## config.mk

```make
export PLATFORM = sky130hd
export DESIGN_NAME = data_bus_ctrl_flat
export DESIGN_NICKNAME = d
export VERILOG_FILES = /design/src/rtl/data_bus_ctrl_if.sv /design/src/rtl/data_bus_ctrl.sv /design/src/flat_wrapper.sv
export SDC_FILE = /design/constraint.sdc
export NUM_CORES = 1
export LEC_CHECK = 0
export CELL_PAD_IN_SITES_DETAIL_PLACEMENT = 2
export CELL_PAD_IN_SITES_GLOBAL_PLACEMENT = 2
export CORE_MARGIN = 2
export CORE_UTILIZATION = 23
export DETAILED_ROUTE_END_ITERATION = 6
export HOLD_SLACK_MARGIN = 0.06
export PLACE_DENSITY = 0.76
export SETUP_SLACK_MARGIN = 0.02
export SLEW_MARGIN = 20
export SYNTH_ARGS = -nofsm -noshare
export SYNTH_HDL_FRONTEND = slang
export SYNTH_SLANG_ARGS = --single-unit
```

## constraint.sdc

```tcl
create_clock -name clk -period 1.75 [get_ports clk]
set_clock_uncertainty 0.1 [all_clocks]
set_input_delay 0.2625 -clock clk [delete_from_list [all_inputs] [get_ports clk]]
set_output_delay 0.2625 -clock clk [all_outputs]
set_load 0.02 [all_outputs]
```

## src/rtl/data_bus_ctrl_if.sv

```systemverilog
// Handshaked data bus between the MEM-stage sequencer (master) and the
// memory/bus fabric (slave). Request fields are held by the master for the
// whole address phase; addr_ok/data_ok/rdata come back from the slave.
interface data_bus_ctrl_if;
    logic        bus_req;
    logic        bus_wr;
    logic [1:0]  bus_size;
    logic [31:0] bus_addr;
    logic [31:0] bus_wdata;
    logic [3:0]  bus_wstrb;
    logic        bus_addr_ok;
    logic        bus_data_ok;
    logic [31:0] bus_rdata;

    modport master (
        output bus_req,
        output bus_wr,
        output bus_size,
        output bus_addr,
        output bus_wdata,
        output bus_wstrb,
        input  bus_addr_ok,
        input  bus_data_ok,
        input  bus_rdata
    );

    modport slave (
        input  bus_req,
        input  bus_wr,
        input  bus_size,
        input  bus_addr,
        input  bus_wdata,
        input  bus_wstrb,
        output bus_addr_ok,
        output bus_data_ok,
        output bus_rdata
    );
endinterface

```

## src/rtl/data_bus_ctrl.sv

```systemverilog
// data_bus_ctrl: sequences one MEM-stage load/store onto the handshaked data
// bus (address phase, then data phase), stalls the pipeline while the access
// is outstanding, and holds the returned read data until the pipeline takes it.
//
// Optional feature: define DATA_BUS_ALIGN_CHECK_EN to reject misaligned
// half/word accesses in IDLE without touching the bus (error reported in DONE).
module data_bus_ctrl #(
    parameter int unsigned WAIT_MAX = 255   // WAIT cycles before timeout, 1..255
) (
    input  logic                   clk,
    input  logic                   rst,          // asynchronous, active-low
    input  logic                   mem_req_en,
    input  logic [3:0]             mem_wen,
    input  logic [1:0]             mem_size,
    input  logic [31:0]            mem_addr,
    input  logic [31:0]            mem_wdata,
    input  logic                   pipe_hold,
    data_bus_ctrl_if.master        bus,
    output logic                   stallreq_mem,
    output logic [31:0]            rdata_out,
    output logic                   rdata_valid,
    output logic                   bus_err
);

    typedef enum logic [1:0] {
        S_IDLE = 2'd0,
        S_REQ  = 2'd1,
        S_WAIT = 2'd2,
        S_DONE = 2'd3
    } state_t;

    localparam logic [7:0] WAIT_LIMIT = 8'(WAIT_MAX);

    state_t      state;
    logic [31:0] addr_q;
    logic [31:0] wdata_q;
    logic [3:0]  wstrb_q;
    logic [1:0]  size_q;
    logic        wr_q;
    logic        req_q;
    logic [31:0] rdata_q;
    logic        valid_q;
    logic        err_q;
    logic [7:0]  wait_cnt;

`ifdef DATA_BUS_ALIGN_CHECK_EN
    // Half needs addr[0]=0; word (and reserved size, treated as word) needs addr[1:0]=0.
    function automatic logic misaligned(input logic [1:0] size, input logic [1:0] lsb);
        logic bad;
        bad = 1'b0;
        case (size)
            2'd0:    bad = 1'b0;
            2'd1:    bad = lsb[0];
            default: bad = (lsb != 2'b00);
        endcase
        return bad;
    endfunction
`endif

    // Access sequencer: captures the request, runs the bus phases, and holds the result.
    // NOTE: every register here uses non-blocking assignment so all state updates
    // see the pre-edge values; blocking would make the result order-dependent.
    always_ff @(posedge clk or negedge rst) begin
        if (!rst) begin
            state    <= S_IDLE;
            addr_q   <= '0;
            wdata_q  <= '0;
            wstrb_q  <= '0;
            size_q   <= '0;
            wr_q     <= 1'b0;
            req_q    <= 1'b0;
            rdata_q  <= '0;
            valid_q  <= 1'b0;
            err_q    <= 1'b0;
            wait_cnt <= '0;
        end else begin
            case (state)
                S_IDLE: begin
                    if (mem_req_en) begin
                        addr_q  <= mem_addr;
                        wdata_q <= mem_wdata;
                        wstrb_q <= mem_wen;
                        size_q  <= mem_size;
                        wr_q    <= (mem_wen != 4'b0000);
`ifdef DATA_BUS_ALIGN_CHECK_EN
                        if (misaligned(mem_size, mem_addr[1:0])) begin
                            // Never reaches the bus; report straight from DONE.
                            err_q   <= 1'b1;
                            rdata_q <= '0;
                            valid_q <= 1'b1;
                            state   <= S_DONE;
                        end else begin
                            req_q <= 1'b1;
                            state <= S_REQ;
                        end
`else
                        req_q <= 1'b1;
                        state <= S_REQ;
`endif
                    end
                end

                S_REQ: begin
                    // data_ok is only meaningful together with or after addr_ok.
                    if (bus.bus_addr_ok) begin
                        req_q <= 1'b0;
                        if (bus.bus_data_ok) begin
                            rdata_q <= bus.bus_rdata;
                            valid_q <= 1'b1;
                            state   <= S_DONE;
                        end else begin
                            wait_cnt <= '0;
                            state    <= S_WAIT;
                        end
                    end
                end

                S_WAIT: begin
                    if (bus.bus_data_ok) begin
                        // Stores latch the bus value too; the pipeline ignores it.
                        rdata_q <= bus.bus_rdata;
                        valid_q <= 1'b1;
                        state   <= S_DONE;
                    end else if (wait_cnt == WAIT_LIMIT) begin
                        err_q   <= 1'b1;
                        rdata_q <= '0;
                        valid_q <= 1'b1;
                        state   <= S_DONE;
                    end else begin
                        wait_cnt <= wait_cnt + 8'd1;
                    end
                end

                S_DONE: begin
                    if (!pipe_hold) begin
                        err_q   <= 1'b0;
                        valid_q <= 1'b0;
                        state   <= S_IDLE;
                    end
                end

                default: state <= S_IDLE;
            endcase
        end
    end

    // Stall is combinational so the capture cycle itself already holds the pipeline.
    // NOTE: a continuous assign of a complete expression cannot infer a latch.
    assign stallreq_mem = (state == S_IDLE && mem_req_en) ||
                          (state == S_REQ) || (state == S_WAIT);

    // Bus fields come only from registers, so they are stable throughout REQ.
    assign bus.bus_req   = req_q;
    assign bus.bus_wr    = wr_q;
    assign bus.bus_size  = size_q;
    assign bus.bus_addr  = addr_q;
    assign bus.bus_wdata = wdata_q;
    assign bus.bus_wstrb = wstrb_q;

    assign rdata_out   = rdata_q;
    assign rdata_valid = valid_q;
    assign bus_err     = err_q;

endmodule
```

## src/flat_wrapper.sv

```systemverilog
// flat-port wrapper written by rule: the top's interface ports become plain ports
module data_bus_ctrl_flat 
#(
    parameter int unsigned WAIT_MAX = 255                                        
)
  (clk, rst, mem_req_en, mem_wen, mem_size, mem_addr, mem_wdata, pipe_hold, stallreq_mem, rdata_out, rdata_valid, bus_err, bus_bus_req, bus_bus_wr, bus_bus_size, bus_bus_addr, bus_bus_wdata, bus_bus_wstrb, bus_bus_addr_ok, bus_bus_data_ok, bus_bus_rdata);
  data_bus_ctrl_if bus_i ();
  input  logic clk;
  input  logic rst;
  input  logic mem_req_en;
  input  logic [3:0] mem_wen;
  input  logic [1:0] mem_size;
  input  logic [31:0] mem_addr;
  input  logic [31:0] mem_wdata;
  input  logic pipe_hold;
  output logic stallreq_mem;
  output logic [31:0] rdata_out;
  output logic rdata_valid;
  output logic bus_err;
  output wire logic [$bits(bus_i.bus_req)-1:0] bus_bus_req;
  output wire logic [$bits(bus_i.bus_wr)-1:0] bus_bus_wr;
  output wire logic [$bits(bus_i.bus_size)-1:0] bus_bus_size;
  output wire logic [$bits(bus_i.bus_addr)-1:0] bus_bus_addr;
  output wire logic [$bits(bus_i.bus_wdata)-1:0] bus_bus_wdata;
  output wire logic [$bits(bus_i.bus_wstrb)-1:0] bus_bus_wstrb;
  input wire logic [$bits(bus_i.bus_addr_ok)-1:0] bus_bus_addr_ok;
  input wire logic [$bits(bus_i.bus_data_ok)-1:0] bus_bus_data_ok;
  input wire logic [$bits(bus_i.bus_rdata)-1:0] bus_bus_rdata;
  assign bus_bus_req = bus_i.bus_req;
  assign bus_bus_wr = bus_i.bus_wr;
  assign bus_bus_size = bus_i.bus_size;
  assign bus_bus_addr = bus_i.bus_addr;
  assign bus_bus_wdata = bus_i.bus_wdata;
  assign bus_bus_wstrb = bus_i.bus_wstrb;
  assign bus_i.bus_addr_ok = bus_bus_addr_ok;
  assign bus_i.bus_data_ok = bus_bus_data_ok;
  assign bus_i.bus_rdata = bus_bus_rdata;
  data_bus_ctrl #(.WAIT_MAX(WAIT_MAX)) u_core (.clk(clk), .rst(rst), .mem_req_en(mem_req_en), .mem_wen(mem_wen), .mem_size(mem_size), .mem_addr(mem_addr), .mem_wdata(mem_wdata), .pipe_hold(pipe_hold), .bus(bus_i), .stallreq_mem(stallreq_mem), .rdata_out(rdata_out), .rdata_valid(rdata_valid), .bus_err(bus_err));
endmodule
```

==> Word-level counts from Yosys, hierarchy flattened <==
Index checks and enable logic that the tools add are counted.
W data, S select, Z words.
{ "classes": {"add_sub_neg": 1, "eq_ne": 13, "mux": 28, "reduce_logical": 16} }
{ "ops": {"columns": ["operator", "count"], "rows": [
  ["$mux W32", 4],
  ["$pmux W32 S2", 1],
  ["$mux W8", 4],
  ["$pmux W8 S2", 1],
  ["$ne A2 B2 Y1 const B", 7],
  ["$reduce_and A4 Y1", 3],
  ["$mux W2", 5],
  ["$reduce_and A5 Y1", 2],
  ["$mux W1", 9],
  ["$add A8 B1 Y8 const B", 1],
  ["$eq A8 B8 Y1 const B", 1],
  ["$pmux W2 S4", 1],
  ["$reduce_bool A2 Y1", 3],
  ["$eq A2 B2 Y1 const B", 2],
  ["$pmux W1 S2", 2],
  ["$reduce_bool A4 Y1", 1],
  ["$ne A3 B2 Y1 const B", 1],
  ["$pmux W1 S3", 1],
  ["$reduce_and A3 Y1", 1],
  ["$reduce_bool A3 Y1", 1],
  ["$eq A2 B1 Y1 const B", 1],
  ["$logic_not A2 Y1", 1],
  ["$logic_or A1 B1 Y1", 2],
  ["$ne A2 B1 Y1 const B", 1],
  ["other kinds (2)", 2]
]} }
{ "totals": {"regBits": 116, "input_bits": 108, "out_inout_bits": 107, "wordCells": 69} }

==> Longest topological paths before layout <==
Gate-level depths: netlist of the first run.
{ "logic_depth": {"depth_word": 4, "ltp_mapped": 7, "mapped_depth_nobuf": 6} }

==> Worst setup path before layout of the first run <==
No wires, ideal clock.
{ "synth_path": {"path_kind": "reg2reg", "startpoint": "register u_core.state[1]", "endpoint": "register u_core.wait_cnt[3]", "setup_ns": 0.124, "t_arrival_ns": 1.615, "required_ns": 1.526, "setup_slack_ns": -0.089, "stages_incl_launch_ff": 7, "path_buffers": 0, "synth_period_minus_slack_ns": 1.839, "path_cell_list": "dfrtp_1 > inv_1 > ha_1 > mux2i_2 > nor2_2 > and4b_1 > a211o_1"} }
{ "synth_between": {"elab_chain_cells": 3, "word_cells_on_any_way": 9, "classes_between": "eq/ne (6); mux (1); reduce/logical (2)"} }
{ "synth_lines": {"columns": ["item", "line_no", "source"], "rows": [
  ["from (decl)", "data_bus_ctrl.sv:34", "state_t state;"],
  ["from (signal assigned)", "data_bus_ctrl.sv:65", "state <= S_IDLE;"],
  ["from (signal assigned)", "data_bus_ctrl.sv:98", "state <= S_REQ;"],
  ["from (signal assigned)", "data_bus_ctrl.sv:110", "state <= S_DONE;"],
  ["$eq A2 B2 Y1 / $eq A2 B1 Y1 (equally long branches)", "data_bus_ctrl.sv:77", "case (state)"],
  ["$ne A2 B2 Y1 (no source line) / $reduce_bool A2 Y1 (equally long branches)", null, null],
  ["$reduce_and A5 Y1 (no source line)", null, null],
  ["to (signal assigned)", "data_bus_ctrl.sv:130", "wait_cnt <= wait_cnt + 8'd1;"],
  ["to (decl)", "data_bus_ctrl.sv:44", "logic [7:0] wait_cnt;"]
]} }
Parallel ways exist; a longest one is shown, timed or not.
A chain may end at the register's enable or synchronous reset.

==> Final worst setup path of the first run <==
Ends and elaborated chain as after synthesis.

==> metrics.md, run 1 <==
| Metric | Value |
|---|---|
| Status | finished with violations |
| Failing checks | setup timing |
| Mux share of post-synthesis cell area | 0.181 |
| Synth warn | 0 |
| Post-route setup TNS | -2.42 ns |
| Startpoint type of the worst setup path | flip-flop |
| CTS Buf Count | 17 |
| Wire per inst | approximately 19 microns |
| Synth Area in Compound Gates | 0.103 |
| Final setup margin | -0.107 ns |
| Reg2reg end | u_core.wait_cnt[3] |
| Worst-Skew Late Latency | approximately 0.41 ns |
| Rel. slew slack | 0.762 |
| Max-cap viol count | 0 |
| Filler cells | ~2000 |
| Simple-gate portion of the synthesized area | 0.0476 |
| Total grt overflow | 0 |
| I/O pin cnt | roughly 220 |
| GRT Overall Usage | 0.160 |
| R2R setup slack | -0.11 ns |
| Setup slack after placement | -0.165 ns |
| Syn Inst Count | about 320 |
| N_diodes | 0 |
| Number of synthesized flops with an enable pin | 0 |
| Die area | 21200 sq um |
| Area of the mapped netlist | about 4600 sq um |
| Vias | approximately 3800 |
| Reg2Reg Depth | 6 |
| Post-Syn Area per Cell | between 10 and 15 sq um |
| Final hold vios | 0 |
| Pre-antenna DRT Iters | 4 |
| Htree depth | 4 |
| RSZ-0062 raised after global routing | true |
| Routed Antenna Nets | 0 |
| Distinct cells, synth | 40 |
| DRC | 0 |
| Routability congestion estimate | between 0.7 and 0.8 |
| Largest net degree at the start of global routing | 50 |
| Synth Flop Type | dfrtp_1 |
| Hold WC Path Type | in2async |
| Die width | between 100 and 150 microns |
| # port buffers | about 210 |
| Flops & latches, synth | between 100 and 150 |
| Kind of critical path | reg2reg |
| Post-DP HPWL | roughly 12000 microns |
| Max FO, Critical Path | 5 |
| Drt total wl | between 15000 and 20000 microns |
| Static Leak | about 3.7 nW |
| Initial Util | 0.236 |
| CP endpoint | u_core.wait_cnt[3] |
| Worst hold slack | roughly 0.19 ns |
| Clock net sink count | between 100 and 150 |
| # placed instances | roughly 830 |
| Crit. End Element | flip-flop |
| Worst Setup SP | u_core.state[1] |
| Vias in the first global route | between 4000 and 5000 |
| Share of post-route cells with drive strength above 1 | 0.314 |
| Largest family of logic cells by synthesized area | multiplexers |
| Nets | roughly 700 |
| Area growth syn-to-layout | 77.2% |
| Async SR Flop Fraction | 1.00 |
| Clk pin slew, worst setup/hold paths | around 0.06 ns |
| R2r startpoint | u_core.state[1] |
| CP arrival | about 2 ns |
| Fmax | 538 MHz |
| Seq/Total Area, Yosys | 0.631 |
| Die Height | 145 microns |
| First DRT Iteration DRCs | 88 |
| Area share of fa/ha/maj cells after synthesis | 0.0163 |
| Global-route wire length before repair | about 26000 microns |
| Max clock buf depth | 2 |
| Worst-Margin Slew | between 0.3 and 0.4 ns |
| Std-Cell Rows | approximately 50 |
| Post-route non-filler standard cell count | 870 |
| Final Total Pwr | 15.2 mW |
| Worst path required time | roughly 1.9 ns |
| Vias per cell | between 4 and 5 |
| Initial antenna violation count | 0 |
| Final setup vio count | 38 |
| Period utilisation layout | 1.06 |
| VDD IR-drop max | just over 0.6 mV |
| Min cycle time layout | ~1.9 ns |
| CTS tree | done |
| Post-Synth XOR/XNOR Area | 0 |
| Final Max Slew Viols | 0 |
| Synth Net Count | 436 |
| CTS root buffer | clkbuf_16 |
| Core Area | a little under 20000 sq um |
| PwrDens | ~1900 nW/um^2 |
## cells in the final DEF (no fill, tap or decap), types with 2 or more instances in the layout
cell type	instances
nand3_1	4
nor2_4	2
nand2_1	10
dfrtp_1	115
a21oi_2	2
buf_4	37
inv_1	4
nand3_2	2
clkinv_4	2
mux2_2	71
clkbuf_16	18
buf_6	7
o21ai_0	5
buf_12	6
a22o_1	32
clkinvlp_4	5
nand4_1	3
clkdlybuf4s50_1	106
dlygate4sd2_1	106
inv_6	4
buf_8	2
a21oi_1	5
ha_4	3
ha_1	2
nor2_1	2
nor2_2	5
nand2_2	2
and3_1	3
nand2_4	2
## sequential cells by signal (all words and copies together) (netlist names)
signal                count
u_core.state              2
u_core.bus.bus_wdata     32
u_core.bus.bus_wr         1
u_core.bus.bus_size       2
u_core.bus.bus_req        1
u_core.rdata_out         32
u_core.rdata_valid        1
u_core.bus.bus_wstrb      4
u_core.bus_err            1
u_core.bus.bus_addr      32
u_core.wait_cnt           8
## cell type report
type,count,area [sq um],area share
well taps,265,332,0.0407
clock inverters,13,125,0.0153
inverters,6,25.0,0.00307
flip-flops and latches,116,2900,0.356
clock buffers,19,443,0.0543
multi-input cells,184,1770,0.217
repair buffers,267,2560,0.314
## kinds of logic after synthesis
| kind of cell | after synthesis |
|---|---|
| buffers and inverters | 22 |
| and+or+nand+nor | 44 |
| muxes | 74 |
| DFF | 116 |
| AOI/OAI and AO/OA | 60 |
| adders and majority gates | 6 |
## critical path, cell delays in order (launching register included)
cell	delay [ns]
dfrtp_2	0.45
inv_4	0.09
ha_4	0.18
mux2i_4	0.39
nor2_4	0.08
and4b_1	0.20
a211o_1	0.23
## per-layer routing
| layer | share of wire | vias to the layer above | GRT usage | wire length (microns) |
|---|---|---|---|---|
| li1 | - | 1725 | - | - |
| met1 | 0.42 | 1912 | 0.188 | 6920 |
| met2 | 0.51 | 153 | 0.277 | 8460 |
| met3 | 0.061 | 21 | 0.0571 | 1020 |
| met4 | 0.016 | 0 | 0.0490 | 270 |
| met5 | 0 | - | 0 | 0 |
## report_power, final
group          switching (mW)  leakage [nW]  internal (mW)
registers               0.735          1.41           3.98
logic                    3.71          2.03           3.41
clock network            1.34         0.263           2.01
## repair_timing
action,4_1_cts,5_1_grt
pin swaps,8,11
endpoints found under the hold margin,116,0
setup buffers,5,5
gates resized for setup,132,28
gates cloned,1,1
setup endpoints to repair,207,72
hold buffers,1,0
## stage by stage
stage           util  instance area (sq um)
2_1_floorplan      -                   4610
3_3_place_gp   0.378                   7390
3_5_place_dp   0.378                   7390
4_1_cts        0.409                   7980
5_1_grt        0.418                   8150
6_report       0.418                   8150
## worst min-delay path by stage
stage / start / to / slack [ns]
5_1_grt: rst / u_core.bus.bus_wdata[24] / 0.20
4_1_cts: rst / u_core.bus.bus_addr[16] / 0.18
3_5_place_dp: rst / u_core.bus.bus_wdata[9] / 0.09
3_3_place_gp: rst / u_core.bus.bus_addr[30] / 0.08
2_1_floorplan: rst / u_core.bus.bus_addr[0] / -0.13
6_report: rst / u_core.bus.bus_wdata[24] / 0.19
## synth_stat cells, types with 3 or more instances
library cell  instances  share of area
dfrtp_1             116           0.63
buf_2                13          0.014
nand3_1               6         0.0065
and3_1                3         0.0041
o21ai_0               5         0.0054
clkbuf_1              3         0.0024
nor2_1                8         0.0065
nand4_1               3         0.0041
inv_1                 6         0.0049
a22o_1               32          0.061
nand2_1              14          0.011
a21oi_1               7         0.0076
ha_1                  6          0.016
mux2_2               71           0.17
Note: power is estimated with default switching activity, not from simulation.
==> run 2, diff against run 1 <==
--- a/config.mk
+++ b/config.mk
@@ -8,10 +8,10 @@
 export CELL_PAD_IN_SITES_DETAIL_PLACEMENT = 2
 export CELL_PAD_IN_SITES_GLOBAL_PLACEMENT = 2
 export CORE_MARGIN = 2
-export CORE_UTILIZATION = 23
+export CORE_UTILIZATION = 28
 export DETAILED_ROUTE_END_ITERATION = 6
 export HOLD_SLACK_MARGIN = 0.06
-export PLACE_DENSITY = 0.76
+export PLACE_DENSITY = 0.88
 export SETUP_SLACK_MARGIN = 0.02
 export SLEW_MARGIN = 20
 export SYNTH_ARGS = -nofsm -noshare
==> constraint.sdc (replaced) <==
create_clock -name clk -period 2.2 [get_ports clk]
set_clock_uncertainty 0.1 [all_clocks]
set_input_delay 0.33 -clock clk [delete_from_list [all_inputs] [get_ports clk]]
set_output_delay 0.33 -clock clk [all_outputs]
set_load 0.02 [all_outputs]
==> metrics.md, run 2 (same netlist as run 1, synthesis figures left out) <==
| Metric | Value |
|---|---|
| Status | finished clean (was finished with violations) |
| Die Height | 132 microns (was 145 microns) |
| Slowest stage cell, crit path | dfrtp_1 (was dfrtp_2) |
| Wire per inst | 20.3 microns (was 19.2 microns) |
| CTS root buffer | clkbuf_16 (unchanged) |
| GR Layer Usage met1 | 0.214 (was 0.188) |
| Routed Antenna Nets | 0 (unchanged) |
| Clk pin slew, worst setup/hold paths | 0.05 ns (was 0.06 ns) |
| # port buffers | 214 (unchanged) |
| Die area | 17500 sq um (was 21200 sq um) |
| Vias | 3674 (was 3811) |
| Worst-Skew Late Latency | 0.41 ns (about the same) |
| R2R setup slack | 0.18 ns (was -0.11 ns) |
| Htree depth | 4 (unchanged) |
| I/O pin cnt | 215 (unchanged) |
| Startpoint type of the worst setup path | flip-flop (unchanged) |
| Reg2reg end | u_core.wait_cnt[3] (unchanged) |
| Critical path's largest stage delay | 0.38 ns (was 0.45 ns) |
| GRT Overall Usage | 0.188 (was 0.160) |
| Most frequent cells in the layout | clkdlybuf4s50_1 (212), dfrtp_1 (116), mux2_2 (71), a22o_1 (32), clkbuf_16 (17) (was dfrtp_1 (115), clkdlybuf4s50_1 (106), dlygate4sd2_1 (106), mux2_2 (71), buf_4 (37)) |
| Layer with the highest usage | met2 (unchanged) |
| Pre-antenna DRT Iters | 4 (unchanged) |
| Max FO, Critical Path | 5 (unchanged) |
| PwrDens | 1590 nW/um^2 (was 1860 nW/um^2) |
| Drt total wl | 15900 microns (was 16700 microns) |
| Reg2Reg Depth | 7 (was 6) |
| Largest net degree at the start of global routing | 73 (was 50) |
| Met2 Usage GRT | 0.339 (was 0.277) |
| Setup Buffers After CTS | 0 (was 5) |
| DRC | 0 (unchanged) |
| Post-route non-filler standard cell count | 782 (was 870) |
| Placed Instance Area | 7090 sq um (was 7390 sq um) |
| CP arrival | 2.21 ns (was 2.05 ns) |
| Crit. End Element | flip-flop (unchanged) |
| Worst-Margin Slew | 0.722 ns (was 0.350 ns) |
| Fmax | 495 MHz (was 538 MHz) |
| Min cycle time layout | 2.02 ns (was 1.86 ns) |
| Final setup vio count | 0 (was 38) |
| Clock net sink count | 116 (unchanged) |
| Filler cells | 1581 (was 2015) |
| Area growth syn-to-layout | 67.4% (was 77.2%) |
| Hold WC Path Type | in2async (unchanged) |
| Std-Cell Rows | 46 (was 51) |
| CP Cell Sequence | inv_1, ha_2, mux2i_2, buf_4, nor2_2, and4b_1, a211o_1 (was inv_4, ha_4, mux2i_4, nor2_4, and4b_1, a211o_1) |
| Post-route setup TNS | 0 ns (was -2.42 ns) |
| Static Leak | 3.27 nW (was 3.70 nW) |
| CTS tree | done (unchanged) |
| Max clock buf depth | 2 (unchanged) |
| Final Max Slew Viols | 0 (unchanged) |
| Worst path required time | 2.39 ns (was 1.94 ns) |
| RSZ-0062 raised after global routing | false (was true) |
| Post-DP HPWL | 11900 microns (about the same) |
| Nets | 667 (was 706) |
| Final hold vios | 0 (unchanged) |
| Rel. slew slack | 0.517 (was 0.762) |
| Kind of critical path | reg2reg (unchanged) |
| Family with the most delay on the worst path | flip-flops (unchanged) |
| Most common cell after layout, fill and taps aside | clkdlybuf4s50_1 (was dfrtp_1) |
| Period utilisation layout | 0.919 (was 1.06) |
| GR Util met3 | 0.0611 (was 0.0571) |
| VDD IR-drop max | 0.611 mV (was 0.604 mV) |
| Vias per cell | 4.70 (was 4.38) |
| Final core occ | 0.481 (was 0.418) |
| Worst hold slack | 0.327 ns (was 0.194 ns) |
| N_diodes | 0 (unchanged) |
| CTS Buf Count | 17 (unchanged) |
| Die width | 132 microns (was 145 microns) |
| Total grt overflow | 0 (unchanged) |
| Max-cap viol count | 0 (unchanged) |
| Initial Util | 0.288 (was 0.236) |
| Global-route wire length before repair | 25200 microns (was 26400 microns) |
| R2r startpoint | u_core.state[1] (unchanged) |
| # placed instances | 749 (was 825) |
| Share of post-route cells with drive strength above 1 | 0.226 (was 0.314) |
| Vias in the first global route | 4346 (was 4402) |
| Routability congestion estimate | 0.747 (was 0.784) |
| Finished layout cell area | 7700 sq um (was 8150 sq um) |
| First DRT Iteration DRCs | 102 (was 88) |
| Core Area | 16000 sq um (was 19500 sq um) |
| Initial antenna violation count | 0 (unchanged) |
| Worst Path Buf+Inv | 2 (was 1) |
run 2: layout make-up:
type / count / area [sq um] / area share
clock buffers: 23 / 498 / 0.0647
clock inverters: 9 / 100 / 0.0130
inverters: 6 / 22.5 / 0.00292
multi-input cells: 184 / 1630 / 0.212
flip-flops and latches: 116 / 2900 / 0.377
well taps: 216 / 270 / 0.0351
repair buffers: 228 / 2280 / 0.296
run 2: where the power goes:
part	switching [mW]	leakage [nW]	total (mW)	internal [mW]
sequential	0.641	1.41	3.81	3.17
combinational	2.76	1.56	5.70	2.94
clock	0.950	0.295	2.76	1.81
run 2: through the flow:
stage	total power, mW	worst slack, ns
after floorplan	6.57	0.361
after global placement	9.20	-0.0453
after detailed placement	9.59	-0.197
after CTS	12.4	0.000819
after global routing	12.9	0.0752
final	12.3	0.178
run 2: worst register-to-register path, cell delays in order, from the launching register on:
cell	delay, ns
dfrtp_1	0.38
inv_1	0.10
ha_2	0.27
mux2i_2	0.34
buf_4	0.20
nor2_2	0.05
and4b_1	0.19
a211o_1	0.27
run 2: worst max-delay path by stage:
stage / depth (start not counted) / from / end / slack (ns)
finish: 7 / u_core.state[1] / u_core.wait_cnt[3] / 0.18
global route: 8 / u_core.state[1] / u_core.wait_cnt[6] / 0.08
CTS: 5 / u_core.state[0] / stallreq_mem / 0.0008
detailed placement: 4 / bus_bus_addr_ok / u_core.rdata_out[1] / -0.20
global placement: 4 / bus_bus_addr_ok / u_core.rdata_out[7] / -0.05
floorplan: 6 / u_core.state[1] / u_core.wait_cnt[3] / 0.36
run 2: what timing repair did:
| item | CTS | global route |
|---|---|---|
| endpoints found under the hold margin | 30 | 0 |
| setup endpoints to repair | 33 | 3 |
| pin swaps | 0 | 0 |
| resized for setup | 2 | 5 |
| hold buffers | 1 | 0 |
run 2: layer usage:
| metal | part of all wire | up-vias |
|---|---|---|
| li1 | - | 1640 |
| met1 | 0.40 | 1864 |
| met2 | 0.53 | 157 |
| met3 | 0.061 | 13 |
| met4 | 0.012 | 0 |
| met5 | 0 | - |
